===== config.mk =====
export PLATFORM = sky130hd
export DESIGN_NAME = reset_sequencer
export DESIGN_NICKNAME = d
export VERILOG_FILES = /design/src/rtl/reset_sequencer.sv
export SDC_FILE = /design/constraint.sdc
export NUM_CORES = 1
export LEC_CHECK = 0
export CORE_AREA = 2 2 56 58
export CTS_CLUSTER_DIAMETER = 60
export DETAILED_ROUTE_END_ITERATION = 7
export DIE_AREA = 0 0 58 60
export HOLD_SLACK_MARGIN = 0.08
export PLACE_DENSITY = 0.77
export REMOVE_ABC_BUFFERS = 1
export SLEW_MARGIN = 40
export SYNTH_ARGS = -nofsm -noshare
export SYNTH_HDL_FRONTEND = slang
export SYNTH_SLANG_ARGS = --single-unit

===== constraint.sdc =====
create_clock -name CLK -period 2.1 [get_ports CLK]
set_input_delay 0.525 -clock CLK [delete_from_list [all_inputs] [get_ports CLK]]
set_output_delay 0.525 -clock CLK [all_outputs]
set_load 0.03 [all_outputs]

===== src/rtl/reset_sequencer.sv =====
// Board reset/clock-enable controller: synchronizes RESET and locked, releases
// STAGES active-low domain resets in order, and generates a divided tick enable.
module reset_sequencer #(
   parameter int HOLD_CYCLES = 16,
   parameter int STAGES      = 3,
   parameter int GAP_CYCLES  = 4,
   parameter int DIV_W       = 8
) (
   input  logic               CLK,
   input  logic               RESET,
   input  logic               locked,
   input  logic               soft_req,
   input  logic [DIV_W-1:0]   div,
   output logic [STAGES-1:0]  resetn,
   output logic               ready,
   output logic               soft_ack,
   output logic               tick
);

   localparam int CMAX = (HOLD_CYCLES > GAP_CYCLES) ? HOLD_CYCLES : GAP_CYCLES;
   localparam int CW   = (CMAX > 1) ? $clog2(CMAX) : 1;
   localparam logic [CW-1:0] HOLD_LAST = CW'(HOLD_CYCLES - 1);
   localparam logic [CW-1:0] GAP_LAST  = CW'(GAP_CYCLES - 1);

   typedef enum logic [2:0] {
      WAIT_LOCK,
      HOLD,
      RELEASE,
      RUN,
      SOFT
   } state_t;

   state_t            state;
   logic [1:0]        rst_sync;
   logic [1:0]        lock_sync;
   logic              rst_int;
   logic              locked_s;
   logic [CW-1:0]     cnt;
   logic [DIV_W-1:0]  tcnt;

   always_ff @(posedge CLK or posedge RESET) begin
      if (RESET) begin
         rst_sync  <= '1;
         lock_sync <= '0;
      end else begin
         rst_sync  <= {rst_sync[0], 1'b0};
         lock_sync <= {lock_sync[0], locked};
      end
   end

   assign rst_int  = rst_sync[1];
   assign locked_s = lock_sync[1];

   // The last-released domain bit doubles as the stage counter: resetn only
   // ever fills from bit 0 upward, so its top bit marks the end of RELEASE.
   always_ff @(posedge CLK or posedge RESET) begin
      if (RESET) begin
         state    <= WAIT_LOCK;
         cnt      <= '0;
         resetn   <= '0;
         ready    <= 1'b0;
         soft_ack <= 1'b0;
      end else if (state != WAIT_LOCK && !locked_s) begin
         state    <= WAIT_LOCK;
         cnt      <= '0;
         resetn   <= '0;
         ready    <= 1'b0;
         soft_ack <= 1'b0;
      end else begin
         case (state)
            WAIT_LOCK: begin
               cnt      <= '0;
               resetn   <= '0;
               ready    <= 1'b0;
               soft_ack <= 1'b0;
               if (locked_s && !rst_int) state <= HOLD;
            end
            HOLD: begin
               if (cnt == HOLD_LAST) begin
                  state  <= RELEASE;
                  resetn <= STAGES'(1);
                  cnt    <= '0;
               end else begin
                  cnt <= cnt + 1'b1;
               end
            end
            RELEASE: begin
               if (resetn[STAGES-1]) begin
                  state <= RUN;
                  ready <= 1'b1;
                  cnt   <= '0;
               end else if (cnt == GAP_LAST) begin
                  resetn <= (resetn << 1) | STAGES'(1);
                  cnt    <= '0;
               end else begin
                  cnt <= cnt + 1'b1;
               end
            end
            RUN: begin
               if (soft_req) begin
                  state    <= SOFT;
                  resetn   <= '0;
                  ready    <= 1'b0;
                  soft_ack <= 1'b1;
               end
            end
            SOFT: begin
               if (!soft_req) begin
                  state    <= HOLD;
                  soft_ack <= 1'b0;
                  cnt      <= '0;
               end
            end
            default: state <= WAIT_LOCK;
         endcase
      end
   end

   always_ff @(posedge CLK or posedge RESET) begin
      if (RESET)
         tcnt <= '0;
      else if (!ready)
         tcnt <= '0;
      else if (tcnt >= div)
         tcnt <= '0;
      else
         tcnt <= tcnt + 1'b1;
   end

   assign tick = ready & (tcnt >= div);

endmodule


==> results.json, run 1 <==
{
  "status": "finished with violations",
  "violations": "setup timing",
  "drt_first_pass_iters": 4,
  "synthToLayoutAreaGrowth_pct": 28.73,
  "r2r_start": "tcnt[3]",
  "synthTopCellsByArea": "dfrtp_1, ha_1, nor2_1",
  "cts.htree.levels": 1,
  "finalWorstSetupSlack_ns": -0.2802,
  "grt_usage": 0.1811,
  "hold_violations": 0,
  "path_class": "register to output pin",
  "slew_headroom": 0.6189,
  "numClockSinks": 24,
  "vias": 1200,
  "worstHoldPathType": "register to register",
  "worst_setup_path_end_kind": "output pin",
  "synth.most_common_cell": "dfrtp_1",
  "async_flop_share": 1.000,
  "cts_buffer_depth": 2,
  "die_w_um": 58,
  "die_height_um": 60,
  "drc": 0,
  "antenna_found_initial": 0,
  "wl_mm": 2.874,
  "grt_pass1_wl_mm": 4.802,
  "grt_overflow_total": 0,
  "hp-start": "rst_sync[0]",
  "yosysWarnings": 0,
  "final_cell_area_um2": 1844,
  "first_iter_violations": 42,
  "cap_viol_max_count": 0,
  "setup_viol": 1,
  "start_util": 0.4935,
  "total_power_w": 0.0008531,
  "clock_latency_ns": 0.33,
  "vdd_drop_max_v": 0.0004571,
  "synth_ff_type": "dfrtp_1",
  "cp.required_ns": 1.57,
  "ant_nets": 0,
  "hpwl_mm": 2.111,
  "io_pins": 18,
  "fmax_mhz": 420.1,
  "grt_pass1_vias": 1120,
  "timing.final.crit_share": 1.133,
  "crit_fanout": 2,
  "final.setup_skew_ns": 0.02022,
  "yosysTopAreaCellShare": 0.3843,
  "fp.dieArea_um2": 3480,
  "ys_ff_latch": 24,
  "clkTransAtPathRegs_ns": 0.14,
  "place_area_um2": 1714,
  "fin_cells": 221,
  "n_antenna_cell": 0,
  "viasPerCell": 5.430,
  "fin_crit_ns": 2.380,
  "place.gp.congestion": 0.8110,
  "nets": 211,
  "maxSlewViolCount": 0,
  "worst_pin_slew_ns": 0.5678,
  "yosys.area.top_type": "dfrtp_1",
  "syn_area_per_cell_um2": 9.243,
  "p_per_area_nw_per_um2": 462.6,
  "tritoncts": "built",
  "start_kind": "register",
  "dp.cells": 214,
  "syn_area_um2": 1433,
  "io_buffers": 17,
  "startpoint": "tcnt[2]",
  "fillers": 243,
  "cts_root_buf": "clkbuf_4",
  "ys_types": 46,
  "synth-seq-area-share": 0.4210,
  "critical_path_arrival_ns": 1.86,
  "drive_above_1_share": 0.2074,
  "cts.hold.buffers_added": 0,
  "syn_inst": 155,
  "cts_made_buffers": 3,
  "grt_max_degree": 25,
  "rsz0062_at_grt": "yes",
  "synth-edff-count": 0,
  "row_count": 20,
  "yosys-top-cells-count": "dfrtp_1, nor2_1, inv_1, nand2_1, ha_1",
  "leakage_nw": 0.8647,
  "coreArea_um2": 2903,
  "wl_per_cell_um": 13.00
}
state kept, by name, indices dropped and copies added (netlist names):
name,flops
cnt,4
lock_sync,2
ready,1
resetn,3
rst_sync,2
soft_ack,1
state,3
tcnt,8
path summary, 6_finish.rpt:
path,endpoint,slack (ns),depth (start not counted)
min in group asynchronous,cnt[0],0.51,3
setup reg to reg,tcnt[5],0.14,6
hold reg to reg,rst_sync[1],0.37,0
hold / removal,rst_sync[1],0.37,0
setup / recovery,tick,-0.28,6
max in group asynchronous,rst_sync[0],1.28,3
worst max-delay path, stage by stage (launching register included):
cell and delay [ns]:
dfrtp_1 0.45, ha_4 0.25, a211o_1 0.28, a31oi_4 0.19
nor2_4 0.04, o21a_1 0.17, buf_6 0.13
final cells by class:
type | instances | area [um^2] | share of cell area
clock buffers | 4 | 36.28 | 0.01967
inverters | 15 | 56.30 | 0.03053
multi-input cells | 112 | 823.3 | 0.4464
flip-flops and latches | 24 | 603.1 | 0.3270
well taps | 33 | 41.29 | 0.02239
repair buffers | 33 | 284.0 | 0.1540
logic make-up after synthesis:
family | count (synthesis) | share of synthesized area
AO/OA/AOI/OAI | 36 | 0.1817
XOR/XNOR | 7 | 0.04280
adder cells (fa/ha/maj) | 10 | 0.08734
buffers and inverters | 19 | 0.05851
flip-flops | 24 | 0.4210
multiplexers | 1 | 0.006987
other | 1 | 0.002618
AND/OR/NAND/NOR | 57 | 0.1991
cell usage in the layout (no fill, tap or decap), types with 3 or more instances in the layout:
cell type,count
inv_2,3
o21ai_0,6
buf_4,16
and3_1,3
a21oi_1,7
nand3_1,9
clkdlybuf4s50_1,7
nand2b_1,3
dfrtp_1,22
xor2_1,6
clkbuf_4,3
nand2_1,11
inv_1,12
ha_4,3
ha_1,6
nor2_1,17
dlygate4sd2_1,8
per-layer routing:
metal / vias up / track usage / wire length, um
met5: - / 0 / 0
met4: 0 / 0.06977 / 44
met3: 5 / 0.01948 / 87
met2: 25 / 0.3295 / 1464
met1: 563 / 0.2198 / 1277
li1: 607 / - / -
power breakdown:
part,switching [W],leakage [nW],total (W),internal [W]
clock,0.000145,0.0210,0.000251,0.000106
sequential,0.0000119,0.321,0.000486,0.000474
combinational,0.0000596,0.522,0.000116,0.0000567
per-stage QoR:
stage	util	hold slack [ns]	worst slack (ns)	TNS (ns)
floorplan	-	0.3312	-0.05914	-0.05914
global placement	0.5905	0.3323	-1.036	-3.222
detailed placement	0.5905	0.3386	-1.086	-3.757
CTS	0.6319	0.3716	-0.2647	-0.2647
global route	0.6353	0.3770	-0.3262	-0.3262
finish	0.6353	0.3678	-0.2802	-0.2802
what timing repair did:
| action | in CTS | in global routing |
|---|---|---|
| buffers inserted | 2 | 1 |
| resized for setup | 29 | 1 |
| endpoints found under the hold margin | 0 | 0 |
| cloned | 0 | 0 |
| pin swaps | 13 | 0 |
| endpoints found under the setup margin | 2 | 2 |
No activity file was read; power rests on OpenSTA's default activity.
==> run 2: changes to the inputs <==
clock period = 2.94 ns   (was 2.1 ns; I/O delays follow)
==> run 2 against run 1 <==
  * Critical path depth grew 1
  * Wire length grew 0.77%
  * Critical path type is now input port to output pin
  * Critical endpoint unchanged
  * Largest cell class unchanged
  * First-iteration DRC count shrank 24%
  * The run now ends clean
  * Flip-flop and latch count is the same
==> results.json, run 2 (synthesis gave the netlist of run 1 again) <==
{
  "ant_nets": 0,
  "finalWorstSetupSlack_ns": 0.06253,
  "cts_buffer_depth": 2,
  "fmax_mhz": 347.5,
  "grt_max_degree": 25,
  "grt_usage": 0.1793,
  "clkTransAtPathRegs_ns": 0.11,
  "drc": 0,
  "met1Wirelength_mm": 1.219,
  "nets": 201,
  "start_kind": "input port",
  "timing.final.crit_share": 0.9787,
  "utilization": 0.6065,
  "viasPerCell": 5.621,
  "p_sw_frac": 0.2505,
  "crit_fanout": 2,
  "wl_mm": 2.896,
  "fin_cells": 211,
  "final_common_cell": "dfrtp_1",
  "switchingPower_w": 0.0001440,
  "place.gp.congestion": 0.8242,
  "numClockSinks": 24,
  "dr.max_layer_used": "met4",
  "vias": 1186,
  "wl_per_cell_um": 13.73,
  "synthToLayoutAreaGrowth_pct": 22.88,
  "wl_met2_mm": 1.544,
  "p_per_area_nw_per_um2": 326.5,
  "row_count": 20,
  "fp.dieArea_um2": 3480,
  "grt_pass1_vias": 1176,
  "worst_setup_path_end_kind": "output pin",
  "path_class": "input port to output pin",
  "largest_reg_flops": 8,
  "rsz0062_at_grt": "no",
  "layout_common_cells": "dfrtp_1, nor2_1, nand2_1, inv_1",
  "critical_path_arrival_ns": 2.14,
  "clock_latency_ns": 0.31,
  "grt_pass1_wl_mm": 4.816,
  "regMostFlops": "tcnt",
  "first_iter_violations": 32,
  "antenna_found_initial": 0,
  "coreArea_um2": 2903,
  "worstHoldPathType": "register to register",
  "p_clk_frac": 0.253,
  "io_buffers": 17,
  "hold_violations": 0,
  "setup-tns-final_ns": 0,
  "cp.required_ns": 2.20,
  "grt_overflow_total": 0,
  "cap_viol_max_count": 0,
  "vdd_drop_max_v": 0.0003168,
  "io_pins": 18,
  "leakage_nw": 0.7728,
  "fillers": 258,
  "dp.cells": 206,
  "hpwl_mm": 2.173,
  "cts.htree.levels": 1,
  "fin_crit_ns": 2.877,
  "setup_viol": 0,
  "place_ws_ns": -0.7289,
  "cts_made_buffers": 3,
  "met3WireLength_um": 110,
  "cts_root_buf": "clkbuf_4",
  "start_util": 0.4935,
  "tritoncts": "built",
  "drive_above_1_share": 0.1685,
  "status": "completed",
  "final.setup_skew_ns": 0.009137,
  "cts.hold.buffers_added": 0,
  "die_height_um": 60,
  "seqPwrFrac": 0.604,
  "reg.largest.list": "tcnt: 8 flops, cnt: 4 flops",
  "drt_first_pass_iters": 5,
  "intPower_w": 0.0004308,
  "maxSlewViolCount": 0,
  "n_antenna_cell": 0,
  "combPwrFrac": 0.142,
  "die_w_um": 58
}
==> run 2: changes by cell type in the layout (fill, tap and decap cells not counted), sizes merged <==
cell	delta
dlygate4sd2	-1
clkdlybuf4s50	+2
dlymetal6s2s	-1
buf	-10
==> run 2: cell type report <==
class / count / area, um^2 / area share
Multi-Input combinational cell: 112 / 825.8 / 0.4691
Tap cell: 33 / 41.29 / 0.02345
Clock buffer: 4 / 26.28 / 0.01493
Inverter: 15 / 56.30 / 0.03198
Sequential cell: 24 / 603.1 / 0.3426
Timing Repair Buffer: 23 / 207.7 / 0.1180
==> run 2: path summary, 6_finish.rpt <==
check,cells past startpoint,start,slack [ns],endpoint
worst max-delay path,7,div[0],0.06,tick
worst min-delay path,0,lock_sync[0],0.36,lock_sync[1]
worst max register to register,8,tcnt[2],1.11,tcnt[6]
worst min register to register,0,lock_sync[0],0.36,lock_sync[1]
max in group asynchronous,3,RESET,1.90,rst_sync[0]
min in group asynchronous,3,RESET,0.75,cnt[3]
==> run 2: per-stage QoR <==
step | area [um^2] | total power (W) | hold slack, ns
after detailed placement | 1654 | 0.0004305 | 0.3381
after floorplan | 1405 | 0.0003947 | 0.3312
after CTS | 1752 | 0.0005817 | 0.3660
final | 1760 | 0.0005748 | 0.3621
after global routing | 1760 | 0.0006034 | 0.3705
after global placement | 1654 | 0.0004261 | 0.3327
==> run 2: worst max-delay path, cell delays in order <==
cell,delay [ns]
clkdlybuf4s50_1,0.41
ha_1,0.28
nand2b_1,0.18
a31oi_4,0.17
nor2_2,0.05
o21a_1,0.18
buf_6,0.14
==> run 2: per-layer routing <==
layer,GRT usage,vias to the layer above
met5,0,-
met4,0.06645,0
met3,0.03247,2
met2,0.3393,26
met1,0.1992,566
li1,-,592
==> run 2: power by group through the flow <==
stage	sequential (W)	combinational, W	clock (W)
floorplan	0.000354	0.0000403	0
global placement	0.000354	0.0000725	0
detailed placement	0.000354	0.0000770	0
CTS	0.000347	0.0000806	0.000154
global route	0.000349	0.0000908	0.000164
finish	0.000347	0.0000818	0.000146
==> run 2: timing repair <==
action | in CTS | in global routing
pin swaps | 8 | 1
gates resized for setup | 28 | 1
endpoints found under the setup margin | 1 | 1
setup buffers | 1 | 0
==> run 3: changes to the inputs <==
GPL_TIMING_DRIVEN = 0   (was default)
==> run 3 against run 2 <==
  * Critical path depth is the same
  * Clock skew grew 0.0075 ns
  * First-iteration DRC count shrank 25%
  * Worst setup slack gained 0.011 ns
  * Final area shrank 1.3%
  * Largest cell class unchanged
  * Largest power group unchanged
==> results.json, run 3 (synthesis gave the netlist of run 1 again) <==
{
  "status": "completed",
  "fin_crit_ns": 2.867,
  "switchingPower_w": 0.0001512,
  "cap_viol_max_count": 0,
  "timing.final.crit_share": 0.9751,
  "crit_chain": "clkdlybuf4s50_1 -> ha_1 -> nand2b_1 -> a31oi_2 -> nor2_1 -> o21a_1 -> buf_6",
  "start_util": 0.4935,
  "cp_slowest_cell": "clkdlybuf4s50_1",
  "setup-tns-final_ns": 0,
  "io_pins": 18,
  "cp.required_ns": 2.20,
  "die_height_um": 60,
  "cp_num_buf_inv": 2,
  "seqPwrFrac": 0.525,
  "worst_setup_path_end_kind": "output pin",
  "crit_path_max_incr_delay_ns": 0.40,
  "largest_reg_flops": 8,
  "cts_root_buf": "clkbuf_4",
  "p_clk_frac": 0.361,
  "antenna_found_initial": 0,
  "hold_depth": 0,
  "worst_pin_slew_ns": 0.5092,
  "wl_per_cell_um": 14.51,
  "viasPerCell": 5.686,
  "p_per_area_nw_per_um2": 381.1,
  "drc": 0,
  "r2r_setup_slack_ns": 0.98,
  "grt_pass1_wl_mm": 5.257,
  "nets": 197,
  "die_w_um": 58,
  "cts.htree.levels": 1,
  "io_buffers": 17,
  "final_common_cell": "dfrtp_1",
  "slew_headroom": 0.6583,
  "critical_path_arrival_ns": 2.13,
  "setup_viol": 0,
  "row_count": 20,
  "vias": 1177,
  "p_sw_frac": 0.2282,
  "path_class": "input port to output pin",
  "vdd_drop_max_v": 0.0003175,
  "clkTransAtPathRegs_ns": 0.12,
  "leakage_nw": 0.7658,
  "hold_violations": 0,
  "rsz0062_at_grt": "no",
  "regMostFlops": "tcnt",
  "worstHoldPathType": "register to register",
  "layout_common_cells": "dfrtp_1, nor2_1, nand2_1, inv_1",
  "numClockSinks": 24,
  "total_power_w": 0.0006623,
  "drt_first_pass_iters": 5,
  "hpwl_mm": 2.141,
  "intPower_w": 0.0005112,
  "place_area_um2": 1617,
  "cts_made_buffers": 3,
  "final_cell_area_um2": 1738,
  "coreArea_um2": 2903,
  "grt_max_degree": 25,
  "path_delay_family": "buffers and inverters",
  "cts_buffer_depth": 2,
  "n_antenna_cell": 0,
  "hold_ws_ns": 0.3614,
  "maxSlewViolCount": 0,
  "place.gp.congestion": 0.8185,
  "ant_nets": 0,
  "grt_overflow_total": 0,
  "reg.largest.list": "tcnt: 8 flops, cnt: 4 flops",
  "drive_above_1_share": 0.1437,
  "combPwrFrac": 0.114,
  "crit_fanout": 2,
  "reg2reg_depth": 6,
  "synthToLayoutAreaGrowth_pct": 21.31,
  "grt_pass1_vias": 1227,
  "fp.dieArea_um2": 3480,
  "tritoncts": "built",
  "cp_num_cells": 7,
  "clock_latency_ns": 0.33,
  "first_iter_violations": 24,
  "wl_mm": 3.003,
  "final.setup_skew_ns": 0.01662,
  "grt_usage": 0.1946,
  "fillers": 266,
  "fmax_mhz": 348.8,
  "start_kind": "input port"
}
-- run 3: through the flow --
stage,util,worst slack (ns),instances
5_1_grt,0.5987,0.02633,207
6_report,0.5987,0.07314,207
3_5_place_dp,0.5569,-0.6677,201
4_1_cts,0.5987,0.04516,207
2_1_floorplan,-,0.3609,151
3_3_place_gp,0.5569,-0.6570,201
-- run 3: path summary, 6_finish.rpt --
check                                  start            to
worst max-delay path                  div[0]          tick
worst min-delay path            lock_sync[0]  lock_sync[1]
worst max register to register       tcnt[3]       tcnt[6]
worst min register to register  lock_sync[0]  lock_sync[1]
max in group asynchronous              RESET   rst_sync[1]
min in group asynchronous              RESET        cnt[1]
-- run 3: cell type report --
class                      instances  area [um^2]  share of cell area
inverter                          15        56.30             0.03240
timing repair buffer              19        177.7              0.1022
sequential                        24        603.1              0.3470
multi-input combinational        112        807.0              0.4644
tap                               33        41.29             0.02376
clock buffer                       3        22.52             0.01296
clock inverter                     1        30.03             0.01728
-- run 3: power groups by stage --
stage                     clock network (W)  logic (W)  registers [W]
after floorplan                           0  0.0000403       0.000354
after global placement                    0  0.0000683       0.000353
after detailed placement                  0  0.0000719       0.000354
after CTS                          0.000244  0.0000754       0.000348
after global routing               0.000255  0.0000842       0.000350
final                              0.000239  0.0000752       0.000348
-- run 3: worst reg2reg max path: cells and delay by family (launching register included) --
| family | cells | cell delay, ns |
|---|---|---|
| buf+inv | 1 | 0.14 |
| simple gates | 3 | 0.52 |
| flops | 1 | 0.45 |
| compound gates | 1 | 0.41 |
| fa+ha+maj | 1 | 0.30 |
-- run 3: repair_timing --
action	CTS	global route
hold buffers	0	0
endpoints found under the hold margin	0	0
endpoints found under the setup margin	1	1
pin swaps	10	1
buffers inserted	2	0
resized for setup	25	0
-- run 3: routing by layer --
metal	GRT usage	up-vias	part of all wire
li1	-	580	-
met1	0.2254	569	0.42
met2	0.3653	28	0.54
met3	0.02381	0	0.041
met4	0.07309	0	0
met5	0	-	0
